===== src/rtl/mips_decode_pkg.sv =====
// Shared opcode, immediate-kind and extender-select encodings for the mips32 decode path.
package mips_decode_pkg;

  localparam logic [5:0] OP_RTYPE = 6'h00;
  localparam logic [5:0] OP_J     = 6'h02;
  localparam logic [5:0] OP_JAL   = 6'h03;
  localparam logic [5:0] OP_BEQ   = 6'h04;
  localparam logic [5:0] OP_BNE   = 6'h05;
  localparam logic [5:0] OP_ADDI  = 6'h08;
  localparam logic [5:0] OP_ADDIU = 6'h09;
  localparam logic [5:0] OP_SLTI  = 6'h0A;
  localparam logic [5:0] OP_SLTIU = 6'h0B;
  localparam logic [5:0] OP_ANDI  = 6'h0C;
  localparam logic [5:0] OP_ORI   = 6'h0D;
  localparam logic [5:0] OP_XORI  = 6'h0E;
  localparam logic [5:0] OP_LUI   = 6'h0F;
  localparam logic [5:0] OP_LW    = 6'h23;
  localparam logic [5:0] OP_SW    = 6'h2B;

  // Extender mux select, shared with the extender/mux bench.
  localparam logic EXT_SIGN = 1'b0;
  localparam logic EXT_ZERO = 1'b1;

  typedef enum logic [1:0] {
    KIND_NONE  = 2'b00,
    KIND_ARITH = 2'b01,
    KIND_LOGIC = 2'b10,
    KIND_LUI   = 2'b11
  } imm_kind_e;

  // imm16 is not stored separately: it is {rd, shamt, funct}.
  typedef struct packed {
    logic [5:0] opcode;
    logic [4:0] rs;
    logic [4:0] rt;
    logic [4:0] rd;
    logic [4:0] shamt;
    logic [5:0] funct;
    logic       ext_select;
    imm_kind_e  imm_kind;
    logic       illegal;
  } dec_t;

endpackage


===== src/rtl/imm_ext_decoder.sv =====
// Combinational opcode -> extension mode decode feeding the stage output register.
module imm_ext_decoder
  import mips_decode_pkg::*;
(
  input  logic [5:0] opcode,
  output logic       ext_select,
  output imm_kind_e  imm_kind,
  output logic       illegal
);

  always_comb begin
    ext_select = EXT_SIGN;
    imm_kind   = KIND_NONE;
    illegal    = 1'b0;
    case (opcode)
      OP_ADDI, OP_ADDIU, OP_SLTI, OP_SLTIU,
      OP_BEQ, OP_BNE, OP_LW, OP_SW: imm_kind = KIND_ARITH;
      OP_ANDI, OP_ORI, OP_XORI: begin
        ext_select = EXT_ZERO;
        imm_kind   = KIND_LOGIC;
      end
      OP_LUI: begin
        ext_select = EXT_ZERO;
        imm_kind   = KIND_LUI;
      end
      OP_RTYPE, OP_J, OP_JAL: ;
      default: illegal = 1'b1;
    endcase
  end

endmodule


===== src/rtl/imm_decode_stage.sv =====
// Registered instruction decode stage ahead of the immediate extender/mux.
// Optional IMM_DECODE_STATS_EN adds saturating accepted/illegal counters.
module imm_decode_stage
  import mips_decode_pkg::*;
#(
  parameter int DATA_W = 32,
  parameter int IMM_W  = 16
) (
  input  logic              clk,
  input  logic              reset,
  input  logic              in_valid,
  output logic              in_ready,
  input  logic [DATA_W-1:0] instr,
  input  logic              flush,
  output logic              out_valid,
  input  logic              out_ready,
  output logic [5:0]        opcode,
  output logic [4:0]        rs,
  output logic [4:0]        rt,
  output logic [4:0]        rd,
  output logic [4:0]        shamt,
  output logic [5:0]        funct,
  output logic [IMM_W-1:0]  imm16,
  output logic              ext_select,
  output logic [1:0]        imm_kind,
  output logic              illegal
`ifdef IMM_DECODE_STATS_EN
  ,
  output logic [31:0]       stat_count,
  output logic [15:0]       stat_illegal
`endif
);

  dec_t      d, q;
  logic      accept;
  logic      dec_ext, dec_ill;
  imm_kind_e dec_kind;

  imm_ext_decoder u_dec (
    .opcode    (instr[31:26]),
    .ext_select(dec_ext),
    .imm_kind  (dec_kind),
    .illegal   (dec_ill)
  );

  assign in_ready = !out_valid || out_ready;
  // flush still lets in_ready evaluate but the word is dropped
  assign accept   = in_valid && in_ready && !flush;

  always_comb begin
    d            = '0;
    d.opcode     = instr[31:26];
    d.rs         = instr[25:21];
    d.rt         = instr[20:16];
    d.rd         = instr[15:11];
    d.shamt      = instr[10:6];
    d.funct      = instr[5:0];
    d.ext_select = dec_ext;
    d.imm_kind   = dec_kind;
    d.illegal    = dec_ill;
  end

  always_ff @(posedge clk or posedge reset) begin
    if (reset) begin
      out_valid <= 1'b0;
      q         <= '0;
    end else begin
      if (flush)          out_valid <= 1'b0;
      else if (accept)    out_valid <= 1'b1;
      else if (out_ready) out_valid <= 1'b0;
      if (accept) q <= d;
    end
  end

  assign opcode     = q.opcode;
  assign rs         = q.rs;
  assign rt         = q.rt;
  assign rd         = q.rd;
  assign shamt      = q.shamt;
  assign funct      = q.funct;
  assign imm16      = {q.rd, q.shamt, q.funct};
  assign ext_select = q.ext_select;
  assign imm_kind   = q.imm_kind;
  assign illegal    = q.illegal;

`ifdef IMM_DECODE_STATS_EN
  always_ff @(posedge clk or posedge reset) begin
    if (reset) begin
      stat_count   <= '0;
      stat_illegal <= '0;
    end else if (accept) begin
      if (stat_count != '1) stat_count <= stat_count + 32'd1;
      if (dec_ill && stat_illegal != '1) stat_illegal <= stat_illegal + 16'd1;
    end
  end
`endif

endmodule


===== config.mk =====
export PLATFORM = sky130hd
export DESIGN_NAME = imm_decode_stage
export DESIGN_NICKNAME = d
export VERILOG_FILES = /design/src/rtl/mips_decode_pkg.sv /design/src/rtl/imm_ext_decoder.sv /design/src/rtl/imm_decode_stage.sv
export SDC_FILE = /design/constraint.sdc
export NUM_CORES = 1
export LEC_CHECK = 0
export CAP_MARGIN = 40
export CORE_ASPECT_RATIO = 1.5
export CORE_MARGIN = 2
export CORE_UTILIZATION = 42
export CTS_CLUSTER_DIAMETER = 80
export CTS_CLUSTER_SIZE = 16
export DETAILED_ROUTE_END_ITERATION = 12
export PLACE_DENSITY = 0.82
export SYNTH_ARGS = -nofsm -noshare
export SYNTH_HDL_FRONTEND = slang
export SYNTH_HIERARCHICAL = 1
export SYNTH_SLANG_ARGS = --single-unit

===== constraint.sdc =====
create_clock -name clk -period 2.1 [get_ports clk]
set_input_delay 0.42 -clock clk [delete_from_list [all_inputs] [get_ports clk]]
set_output_delay 0.42 -clock clk [all_outputs]
set_load 0.005 [all_outputs]

==> Yosys cells after proc, flatten, opt, wreduce, memory -nomap -nowiden <==
Index checks and enable logic that the tools add are counted.
{ "classes": {"bitwise_logic": 0, "addsub": 0, "n_eq_ne": 14, "n_shift": 0, "div_mod_pow": 0, "order_cmp": 0, "n_reduce_logical": 11, "muxes": 6, "mul": 0} }
{ "op_table": {"columns": ["operator", "count"], "rows": [
  ["$eq 6x4->1 const B", 8],
  ["$reduce_or 15->1", 1],
  ["$eq 6x2->1 const B", 2],
  ["$eq 6x3->1 const B", 2],
  ["$eq 6x6->1 const B", 2],
  ["$reduce_or 8->1", 1],
  ["$logic_not 6->1", 1],
  ["$pmux 2 s3", 1],
  ["$mux 1", 5],
  ["$reduce_or 4->1", 1],
  ["$reduce_bool 3->1", 1],
  ["$reduce_or 3->1", 1],
  ["$logic_and 1x1->1", 2],
  ["$logic_not 1->1", 2],
  ["$logic_or 1x1->1", 1]
]} }
{ "totals": {"ramBits": 0, "regBits": 37, "output_inout_bits": 54, "wordCells": 41, "n_memories": 0, "latchBits": 0, "rom_bits": 0} }

==> Logic depth before layout (Yosys ltp) <==
Gate-level depths: netlist of run 1.
{ "logic_depth": {"depth_word": 6, "mapped_depth": 5} }

==> Modules after synthesis <==
Netlist of run 1, hierarchy kept.
{ "by_module_without_submodules": {"columns": ["mod", "area_per_inst_um2", "n_inst", "cells_each"], "rows": [
  ["imm_decode_stage", 1676.6, 1, 99],
  ["imm_ext_decoder", 90.1, 1, 14]
]} }

==> Worst setup path after synthesis of run 1 <==
No wires, ideal clock.
{ "synth_path": {"path_kind": "flip-flop to flip-flop", "start": "register out_valid", "end": "register q, in the netlist ext_select", "stages_incl_launch_ff": 6, "path_slack_ps": 704, "required_time_ps": 1975, "period_less_slack_ps": 1396, "arrival_ps": 1271, "setup_time_ps": 125, "path_cell_list": "dfrtp_1 > nor2b_4 > nor3b_2 > buf_6 > buf_12 > mux2_4"} }
{ "synth_between": {"elab_chain_len": 4} }
{ "synth_lines": {"columns": ["element", "line_no", "text"], "rows": [
  ["start, declared", "imm_decode_stage.sv:15", "output logic out_valid,"],
  ["start signal, assigned", "imm_decode_stage.sv:65", "out_valid <= 1'b0;"],
  ["start signal, assigned", "imm_decode_stage.sv:68", "if (flush) out_valid <= 1'b0;"],
  ["start signal, assigned", "imm_decode_stage.sv:69", "else if (accept) out_valid <= 1'b1;"],
  ["$logic_not 1->1", "imm_decode_stage.sv:46", "assign in_ready = !out_valid || out_ready;"],
  ["$logic_or 1x1->1", "imm_decode_stage.sv:46", null],
  ["$logic_and 1x1->1 (2 in a row)", "imm_decode_stage.sv:48", "assign accept = in_valid && in_ready && !flush;"],
  ["end signal, assigned", "imm_decode_stage.sv:66", "q <= '0;"],
  ["end signal, assigned", "imm_decode_stage.sv:71", "if (accept) q <= d;"],
  ["end, declared", "imm_decode_stage.sv:34", "dec_t d, q;"]
]} }
No other way between the ends.
A chain may end at the register's enable or synchronous reset.

==> Worst setup path after layout of run 1 <==
{ "layout_path": {"start": "input port out_ready", "end": "output port in_ready"} }
{ "layout_between": {"elab_chain_len": 1} }
{ "layout_lines": {"columns": ["element", "line_no", "text"], "rows": [
  ["start, declared", "imm_decode_stage.sv:16", "input logic out_ready,"],
  ["$logic_or 1x1->1", "imm_decode_stage.sv:46", null],
  ["end, declared", "imm_decode_stage.sv:12", "output logic in_ready,"]
]} }
No other way between the ends.

==> impl_metrics.prom, run 1 <==
# TYPE chip_impl_metric gauge
chip_impl_info{name="run_status",value="complete, no violations"} 1
chip_impl_metric{name="globalRoute.totalOverflow",unit=""} 0
chip_impl_info{name="path_cells",value="clkdlybuf4s50_1, nor2b_4, inv_1, clkdlybuf4s50_1"} 1
chip_impl_info{name="rsz0062_at_grt",value="no"} 1
chip_impl_metric{name="timing.clock.skew",unit="ns"} 0.003674
chip_impl_info{name="synth_area_leaders",value="dfrtp_1 52%, mux2_4 25%, buf_4 6.8%"} 1
chip_impl_metric{name="vdd_ir_drop_max",unit="mV"} 0.5681
chip_impl_metric{name="crit_buf_inv",unit=""} 3
chip_impl_metric{name="fmax",unit="MHz"} 510.0
chip_impl_info{name="synth_area_leader_cell",value="dfrtp_1"} 1
chip_impl_metric{name="synth_cell_types",unit=""} 21
chip_impl_metric{name="post_route_cells_drive_above_1_share",unit="%"} 25.26
chip_impl_metric{name="io-pin-count",unit=""} 91
chip_impl_metric{name="post-cts-setup-buffers",unit=""} 0
chip_impl_metric{name="fp.dieW",unit="um"} 56.96
chip_impl_metric{name="syn_to_final_growth",unit="%"} 51.70
chip_impl_info{name="post_synth_most_frequent_cells",value="37 x dfrtp_1, 30 x mux2_4, 16 x buf_4"} 1
chip_impl_metric{name="postCtsHoldBufs",unit=""} 0
chip_impl_info{name="synth.most_common_cell",value="dfrtp_1"} 1
chip_impl_metric{name="maximum_number_of_pins_on_one_net_before_global_route_repair",unit=""} 23
chip_impl_metric{name="max_cap_violations",unit=""} 0
chip_impl_metric{name="firstDrtPassIters",unit=""} 2
chip_impl_metric{name="num_rows",unit=""} 28
chip_impl_info{name="cts-root-buf",value="clkbuf_8"} 1
chip_impl_metric{name="synthCells",unit=""} 113
chip_impl_metric{name="initial_core_util",unit="%"} 44.24
chip_impl_info{name="crit_path_frequent_cell",value="clkdlybuf4s50_1"} 1
chip_impl_info{name="ys.flop_type",value="dfrtp_1"} 1
chip_impl_metric{name="design.core.area",unit="um2"} 3994
chip_impl_metric{name="yosysTopAreaCellShare",unit="%"} 52.41
chip_impl_metric{name="syn_nets",unit=""} 150
chip_impl_metric{name="synthArstFlopShare",unit="%"} 100.0
chip_impl_metric{name="total_power",unit="mW"} 2.066
chip_impl_metric{name="xor_xnor_cell_area_share_of_the_yosys_netlist",unit="%"} 0
chip_impl_metric{name="routed_wirelength",unit="um"} 4003
chip_impl_info{name="startpoint_type",value="input port"} 1
chip_impl_metric{name="tightest_slew",unit="ns"} 0.2889
chip_impl_metric{name="synth_area_per_cell",unit="um2"} 15.63
chip_impl_metric{name="synth_edf_count",unit=""} 0
chip_impl_info{name="main_combinational_cell_family_by_area_after_synthesis",value="multiplexers"} 1
chip_impl_metric{name="critPathRequiredTime",unit="ns"} 1.68
chip_impl_info{name="tritoncts_clock_tree",value="built"} 1
chip_impl_metric{name="place_area",unit="um2"} 2594
chip_impl_metric{name="cts_max_path_buffers",unit=""} 2
chip_impl_info{name="worst_path_max_delay_cell",value="clkdlybuf4s50_1"} 1
chip_impl_info{name="worstSetupEndpointType",value="output port"} 1
chip_impl_metric{name="viasPerCell",unit=""} 4.837
chip_impl_metric{name="synth_area",unit="um2"} 1767
chip_impl_info{name="path_delay_family",value="buffers and inverters"} 1
chip_impl_metric{name="final.min_clock_period",unit="ns"} 1.961
chip_impl_metric{name="yosys_warnings",unit=""} 6
chip_impl_metric{name="ys_seq_elements",unit=""} 37
chip_impl_metric{name="finalNetCount",unit=""} 231
chip_impl_metric{name="synth-compound-area-share",unit="%"} 1.983
chip_impl_metric{name="fin_area",unit="um2"} 2680
chip_impl_metric{name="slew_headroom",unit="%"} 80.72
chip_impl_metric{name="final_max_slew_viol_count",unit=""} 0
chip_impl_metric{name="place.detailed.instances",unit=""} 232
chip_impl_metric{name="first_global_vias",unit=""} 1342
chip_impl_metric{name="worstPathMaxFanout",unit=""} 3
chip_impl_info{name="crit_type",value="in2out"} 1
chip_impl_metric{name="power_density",unit="nW/um2"} 770.8
chip_impl_metric{name="route.detailed.drc",unit=""} 0
chip_impl_metric{name="synth_sequential_area_ratio",unit="%"} 52.41
chip_impl_metric{name="ctsHtreeMaxLevel",unit=""} 2
chip_impl_metric{name="fill_cells",unit=""} 312
chip_impl_metric{name="p_leak",unit="nW"} 1.148
chip_impl_metric{name="detailedPlacementHpwl",unit="um"} 3050
chip_impl_metric{name="cp.arrival",unit="ns"} 1.54
chip_impl_metric{name="antenna_violating_nets_left",unit=""} 0
chip_impl_metric{name="wl_per_cell",unit="um"} 16.75
chip_impl_metric{name="clk_transition_reported_paths",unit="ns"} 0.07
chip_impl_metric{name="port_buffer_count",unit=""} 90
chip_impl_metric{name="grt_usage",unit="%"} 17.81
chip_impl_metric{name="design.die.area",unit="um2"} 4752
chip_impl_metric{name="yosys.area_share.adder",unit="%"} 0
chip_impl_metric{name="cts_sinks",unit=""} 37
chip_impl_metric{name="period_share",unit="%"} 93.38
chip_impl_metric{name="routed-via-count",unit=""} 1156
chip_impl_metric{name="number_of_standard_cells_in_the_layout_taps_in_and_fillers_out",unit=""} 239
chip_impl_info{name="worst_hold_path_type",value="in2async"} 1
chip_impl_metric{name="finish_stage_setup_viols",unit=""} 0
chip_impl_metric{name="numCtsBuffers",unit=""} 5
chip_impl_metric{name="final_hold_viol_count",unit=""} 0
chip_impl_metric{name="die-height",unit="um"} 83.44
chip_impl_metric{name="finalWeightedCongestion",unit=""} 0.7452
chip_impl_metric{name="synth_simple_gate_area_share",unit="%"} 5.028
chip_impl_metric{name="antennaDiodeCount",unit=""} 0
chip_impl_metric{name="grt_first_pass_wirelength",unit="um"} 6644
chip_impl_metric{name="drtIter0Drc",unit=""} 7
chip_impl_metric{name="clk-insertion-delay-late",unit="ns"} 0.27
chip_impl_metric{name="setup_tns",unit="ns"} 0
chip_impl_metric{name="cts_resized",unit=""} 0
chip_impl_metric{name="post_synth_mux_area_share",unit="%"} 29.32
chip_impl_metric{name="max_stage_delay_on_crit_path",unit="ns"} 0.52
chip_impl_metric{name="grt_antenna_before_repair",unit=""} 0
-- worst min-delay path, stage by stage --
cell and delay (ns):
clkdlybuf4s50_1 0.40, inv_1 0.07, buf_4 0.23
-- cells in the final DEF (no fill, tap or decap), types with 2 or more instances in the layout --
master	n
clkdlybuf4s50_1	90
dfrtp_1	37
mux2_4	30
mux2_2	6
clkbuf_8	6
nor2_1	3
inv_1	2
buf_4	2
buf_12	2
nor3_1	2
nand4b_1	2
-- report_power, final --
part / switching [mW] / total (mW) / internal [mW]
sequential: 0.0817 / 0.909 / 0.828
clock: 0.220 / 0.480 / 0.260
combinational: 0.179 / 0.677 / 0.498
-- layer usage --
| layer | track usage, % | vias to the layer above | wire length, um |
|---|---|---|---|
| met1 | 19.72 | 573 | 1470 |
| met2 | 32.18 | 43 | 2265 |
| li1 | - | 531 | - |
| met5 | 0 | - | 0 |
| met3 | 3.115 | 9 | 171 |
| met4 | 7.822 | 0 | 96 |
-- state kept, by name, summed over array words and instances, names as in the netlist --
| name | count |
|---|---|
| rs | 5 |
| out_valid | 1 |
| imm_kind | 2 |
| rt | 5 |
| illegal | 1 |
| ext_select | 1 |
| opcode | 6 |
| funct | 6 |
| rd | 5 |
| shamt | 5 |
-- stage by stage --
stage	setup slack, ns	hold slack, ns	utilization [%]
final	0.1390	0.4735	67.11
after global routing	0.09356	0.5036	67.11
after CTS	0.1284	0.4757	67.11
after detailed placement	0.08268	0.4940	64.94
after global placement	0.1624	0.4911	64.94
after floorplan	0.7039	0.4864	-
-- final cells by class --
cell class                      count  area (um2)  share of cell area (%)
Inverter                            2       7.507                  0.2801
Tap cell                           45       56.30                   2.101
Multi-Input combinational cell     54       648.1                   24.18
Sequential cell                    37       925.9                   34.55
Clock buffer                        7       86.33                   3.221
Timing Repair Buffer               94       955.9                   35.67
-- cell families (layout without fill, tap and decap cells) --
group                  after synthesis  after routing
AO/OA/AOI/OAI                        5              5
buffers and inverters               22            103
flip-flops                          37             37
multiplexers                        36             36
AND/OR/NAND/NOR                     13             13
-- worst paths after layout --
kind	startpoint	to	slack [ns]	cells past startpoint
worst max-delay path	out_ready	in_ready	0.14	4
worst min-delay path	reset	out_valid	0.47	3
worst max register to register	out_valid	funct[4]	0.58	4
worst min register to register	opcode[3]	opcode[3]	0.51	1
max in group asynchronous	reset	rs[4]	1.38	3
min in group clk	opcode[3]	opcode[3]	0.51	1
Power figures use the tool's default switching activity.
==> run 2: changes to the inputs <==
--- a/config.mk
+++ b/config.mk
@@ -9,7 +9,6 @@
 export CORE_ASPECT_RATIO = 1.5
 export CORE_MARGIN = 2
 export CORE_UTILIZATION = 42
-export CTS_CLUSTER_DIAMETER = 80
 export CTS_CLUSTER_SIZE = 16
 export DETAILED_ROUTE_END_ITERATION = 12
 export PLACE_DENSITY = 0.82
==> results of run 2 <==
Final layout, timing and power as in run 1 (identical DEF).
==> run 3: changes to the inputs <==
--- a/config.mk
+++ b/config.mk
@@ -7,7 +7,6 @@
 export LEC_CHECK = 0
 export CAP_MARGIN = 40
 export CORE_ASPECT_RATIO = 1.5
-export CORE_MARGIN = 2
 export CORE_UTILIZATION = 42
 export CTS_CLUSTER_SIZE = 16
 export DETAILED_ROUTE_END_ITERATION = 12
==> impl_metrics.prom, run 3 (synthesis gave the netlist of run 1 again) <==
# TYPE chip_impl_metric gauge
chip_impl_info{name="startpoint_type",value="input port"} 1
chip_impl_info{name="run_status",value="complete, no violations"} 1
chip_impl_info{name="layout.cells.most_common_list",value="90 x clkdlybuf4s50_1, 37 x dfrtp_1, 30 x mux2_4"} 1
chip_impl_metric{name="antenna_violating_nets_left",unit=""} 0
chip_impl_metric{name="storage_cell_area",unit="um2"} 925.9
chip_impl_metric{name="grt_first_pass_wirelength",unit="um"} 6085
chip_impl_metric{name="finalNetCount",unit=""} 232
chip_impl_metric{name="drtIter0Drc",unit=""} 12
chip_impl_metric{name="worstPathMaxFanout",unit=""} 3
chip_impl_metric{name="post-cts-setup-buffers",unit=""} 0
chip_impl_metric{name="p_leak",unit="nW"} 1.159
chip_impl_info{name="path_cells",value="clkdlybuf4s50_1, nor2b_4, inv_1, clkdlybuf4s50_1"} 1
chip_impl_metric{name="numCtsBuffers",unit=""} 5
chip_impl_metric{name="wl_per_cell",unit="um"} 16.88
chip_impl_metric{name="vdd_ir_drop_max",unit="mV"} 0.5553
chip_impl_metric{name="design.die.area",unit="um2"} 4475
chip_impl_metric{name="globalRoute.totalOverflow",unit=""} 0
chip_impl_metric{name="period_share",unit="%"} 93.10
chip_impl_info{name="worst_hold_path_type",value="in2async"} 1
chip_impl_metric{name="finalWeightedCongestion",unit=""} 0.7285
chip_impl_metric{name="grt_usage",unit="%"} 19.88
chip_impl_info{name="tritoncts_clock_tree",value="built"} 1
chip_impl_metric{name="cts_max_path_buffers",unit=""} 2
chip_impl_metric{name="initial_core_util",unit="%"} 44.24
chip_impl_metric{name="viasPerCell",unit=""} 4.892
chip_impl_info{name="worst_path_max_delay_cell",value="clkdlybuf4s50_1"} 1
chip_impl_metric{name="max_cap_violations",unit=""} 0
chip_impl_info{name="cts-root-buf",value="clkbuf_8"} 1
chip_impl_metric{name="tightest_slew",unit="ns"} 0.2837
chip_impl_metric{name="routed-via-count",unit=""} 1179
chip_impl_metric{name="routed_wirelength",unit="um"} 4067
chip_impl_info{name="path_delay_family",value="buffers and inverters"} 1
chip_impl_info{name="rsz0062_at_grt",value="no"} 1
chip_impl_metric{name="max_stage_delay_on_crit_path",unit="ns"} 0.52
chip_impl_metric{name="clk-insertion-delay-late",unit="ns"} 0.29
chip_impl_info{name="worst_r2r_endpoint",value="rs[4]"} 1
chip_impl_metric{name="cp.arrival",unit="ns"} 1.54
chip_impl_info{name="worstSetupEndpointType",value="output port"} 1
chip_impl_metric{name="detailedPlacementHpwl",unit="um"} 3118
chip_impl_metric{name="post_route_cells_drive_above_1_share",unit="%"} 26.53
chip_impl_metric{name="io-pin-count",unit=""} 91
chip_impl_metric{name="design.core.area",unit="um2"} 3994
chip_impl_metric{name="route.detailed.drc",unit=""} 0
chip_impl_metric{name="maximum_number_of_pins_on_one_net_before_global_route_repair",unit=""} 24
chip_impl_metric{name="power_density",unit="nW/um2"} 816.1
chip_impl_metric{name="grt_antenna_before_repair",unit=""} 0
chip_impl_metric{name="preCtsSetupSlack",unit="ns"} 0.09192
chip_impl_metric{name="postCtsHoldBufs",unit=""} 0
chip_impl_metric{name="finish_stage_setup_viols",unit=""} 0
chip_impl_info{name="regToRegStartpoint",value="out_valid"} 1
chip_impl_metric{name="num_rows",unit=""} 28
chip_impl_metric{name="reg2reg_slack",unit="ns"} 0.60
chip_impl_metric{name="final_max_slew_viol_count",unit=""} 0
chip_impl_metric{name="firstDrtPassIters",unit=""} 4
chip_impl_info{name="crit_type",value="in2out"} 1
chip_impl_metric{name="ctsHtreeMaxLevel",unit=""} 2
chip_impl_metric{name="final_hold_viol_count",unit=""} 0
chip_impl_metric{name="antennaDiodeCount",unit=""} 0
chip_impl_metric{name="fin_ws",unit="ns"} 0.1450
chip_impl_metric{name="clk_transition_reported_paths",unit="ns"} 0.07
chip_impl_metric{name="fmax",unit="MHz"} 511.5
chip_impl_metric{name="fill_cells",unit=""} 331
chip_impl_metric{name="multi_input_gate_area_in_the_final_layout",unit="um2"} 648.1
chip_impl_metric{name="slew_headroom",unit="%"} 81.03
chip_impl_metric{name="fp.dieW",unit="um"} 54.96
chip_impl_metric{name="cts_resized",unit=""} 0
chip_impl_metric{name="cts_sinks",unit=""} 37
chip_impl_metric{name="critPathRequiredTime",unit="ns"} 1.68
chip_impl_metric{name="first_global_vias",unit=""} 1296
chip_impl_metric{name="rr_worst_depth",unit=""} 4
chip_impl_metric{name="timing.clock.skew",unit="ns"} 0.005658
chip_impl_info{name="crit_path_frequent_cell",value="clkdlybuf4s50_1"} 1
chip_impl_metric{name="die-height",unit="um"} 81.44
chip_impl_metric{name="crit_buf_inv",unit=""} 3
chip_impl_metric{name="final.min_clock_period",unit="ns"} 1.955
chip_impl_metric{name="setup_tns",unit="ns"} 0
chip_impl_info{name="mostFrequentLayoutCell",value="clkdlybuf4s50_1"} 1
chip_impl_metric{name="port_buffer_count",unit=""} 90
chip_impl_metric{name="syn_to_final_growth",unit="%"} 53.05
==> run 3: layer usage <==
layer | part of all wire (%) | track usage (%)
met5 | 0 | 0
met4 | 1.8 | 9.000
met3 | 4.9 | 5.000
met2 | 60 | 38.31
met1 | 33 | 18.11
==> run 3: through the flow <==
stage	utilization (%)	instances	hold WS [ns]	total power, mW	area (um2)
final	67.70	241	0.4580	2.207	2704
after global placement	64.82	233	0.4924	1.579	2589
after detailed placement	64.82	233	0.4926	1.604	2589
after CTS	67.70	241	0.4627	2.231	2704
after floorplan	-	113	0.4864	1.219	1767
after global routing	67.70	241	0.4750	2.312	2704
==> run 3: area by class of cell <==
cell class              count  area share (%)
clock inverters             3           1.712
flip-flops and latches     37           34.24
multi-input cells          54           23.97
repair buffers             95           35.17
clock buffers               5           2.545
well taps                  45           2.082
inverters                   2          0.2776
==> run 3: worst max path at each step <==
| stage | start | end | slack (ns) | cells after the start |
|---|---|---|---|---|
| 2_1_floorplan | out_valid | ext_select | 0.70 | 5 |
| 3_5_place_dp | out_ready | rs[4] | 0.09 | 5 |
| 3_3_place_gp | out_ready | in_ready | 0.16 | 4 |
| 4_1_cts | out_ready | in_ready | 0.14 | 4 |
| 5_1_grt | out_ready | in_ready | 0.09 | 4 |
| 6_report | out_ready | in_ready | 0.14 | 4 |
==> run 3: worst reg2reg max path, cell delays in order, from the launching register on <==
cell and delay (ns):
dfrtp_1 0.39, nor2b_4 0.14, nor3b_4 0.25, buf_12 0.25, mux2_2 0.36
==> run 3: where the power goes <==
part / internal, mW / switching, mW
Sequential: 0.827 / 0.0826
Clock: 0.355 / 0.266
Combinational: 0.497 / 0.180
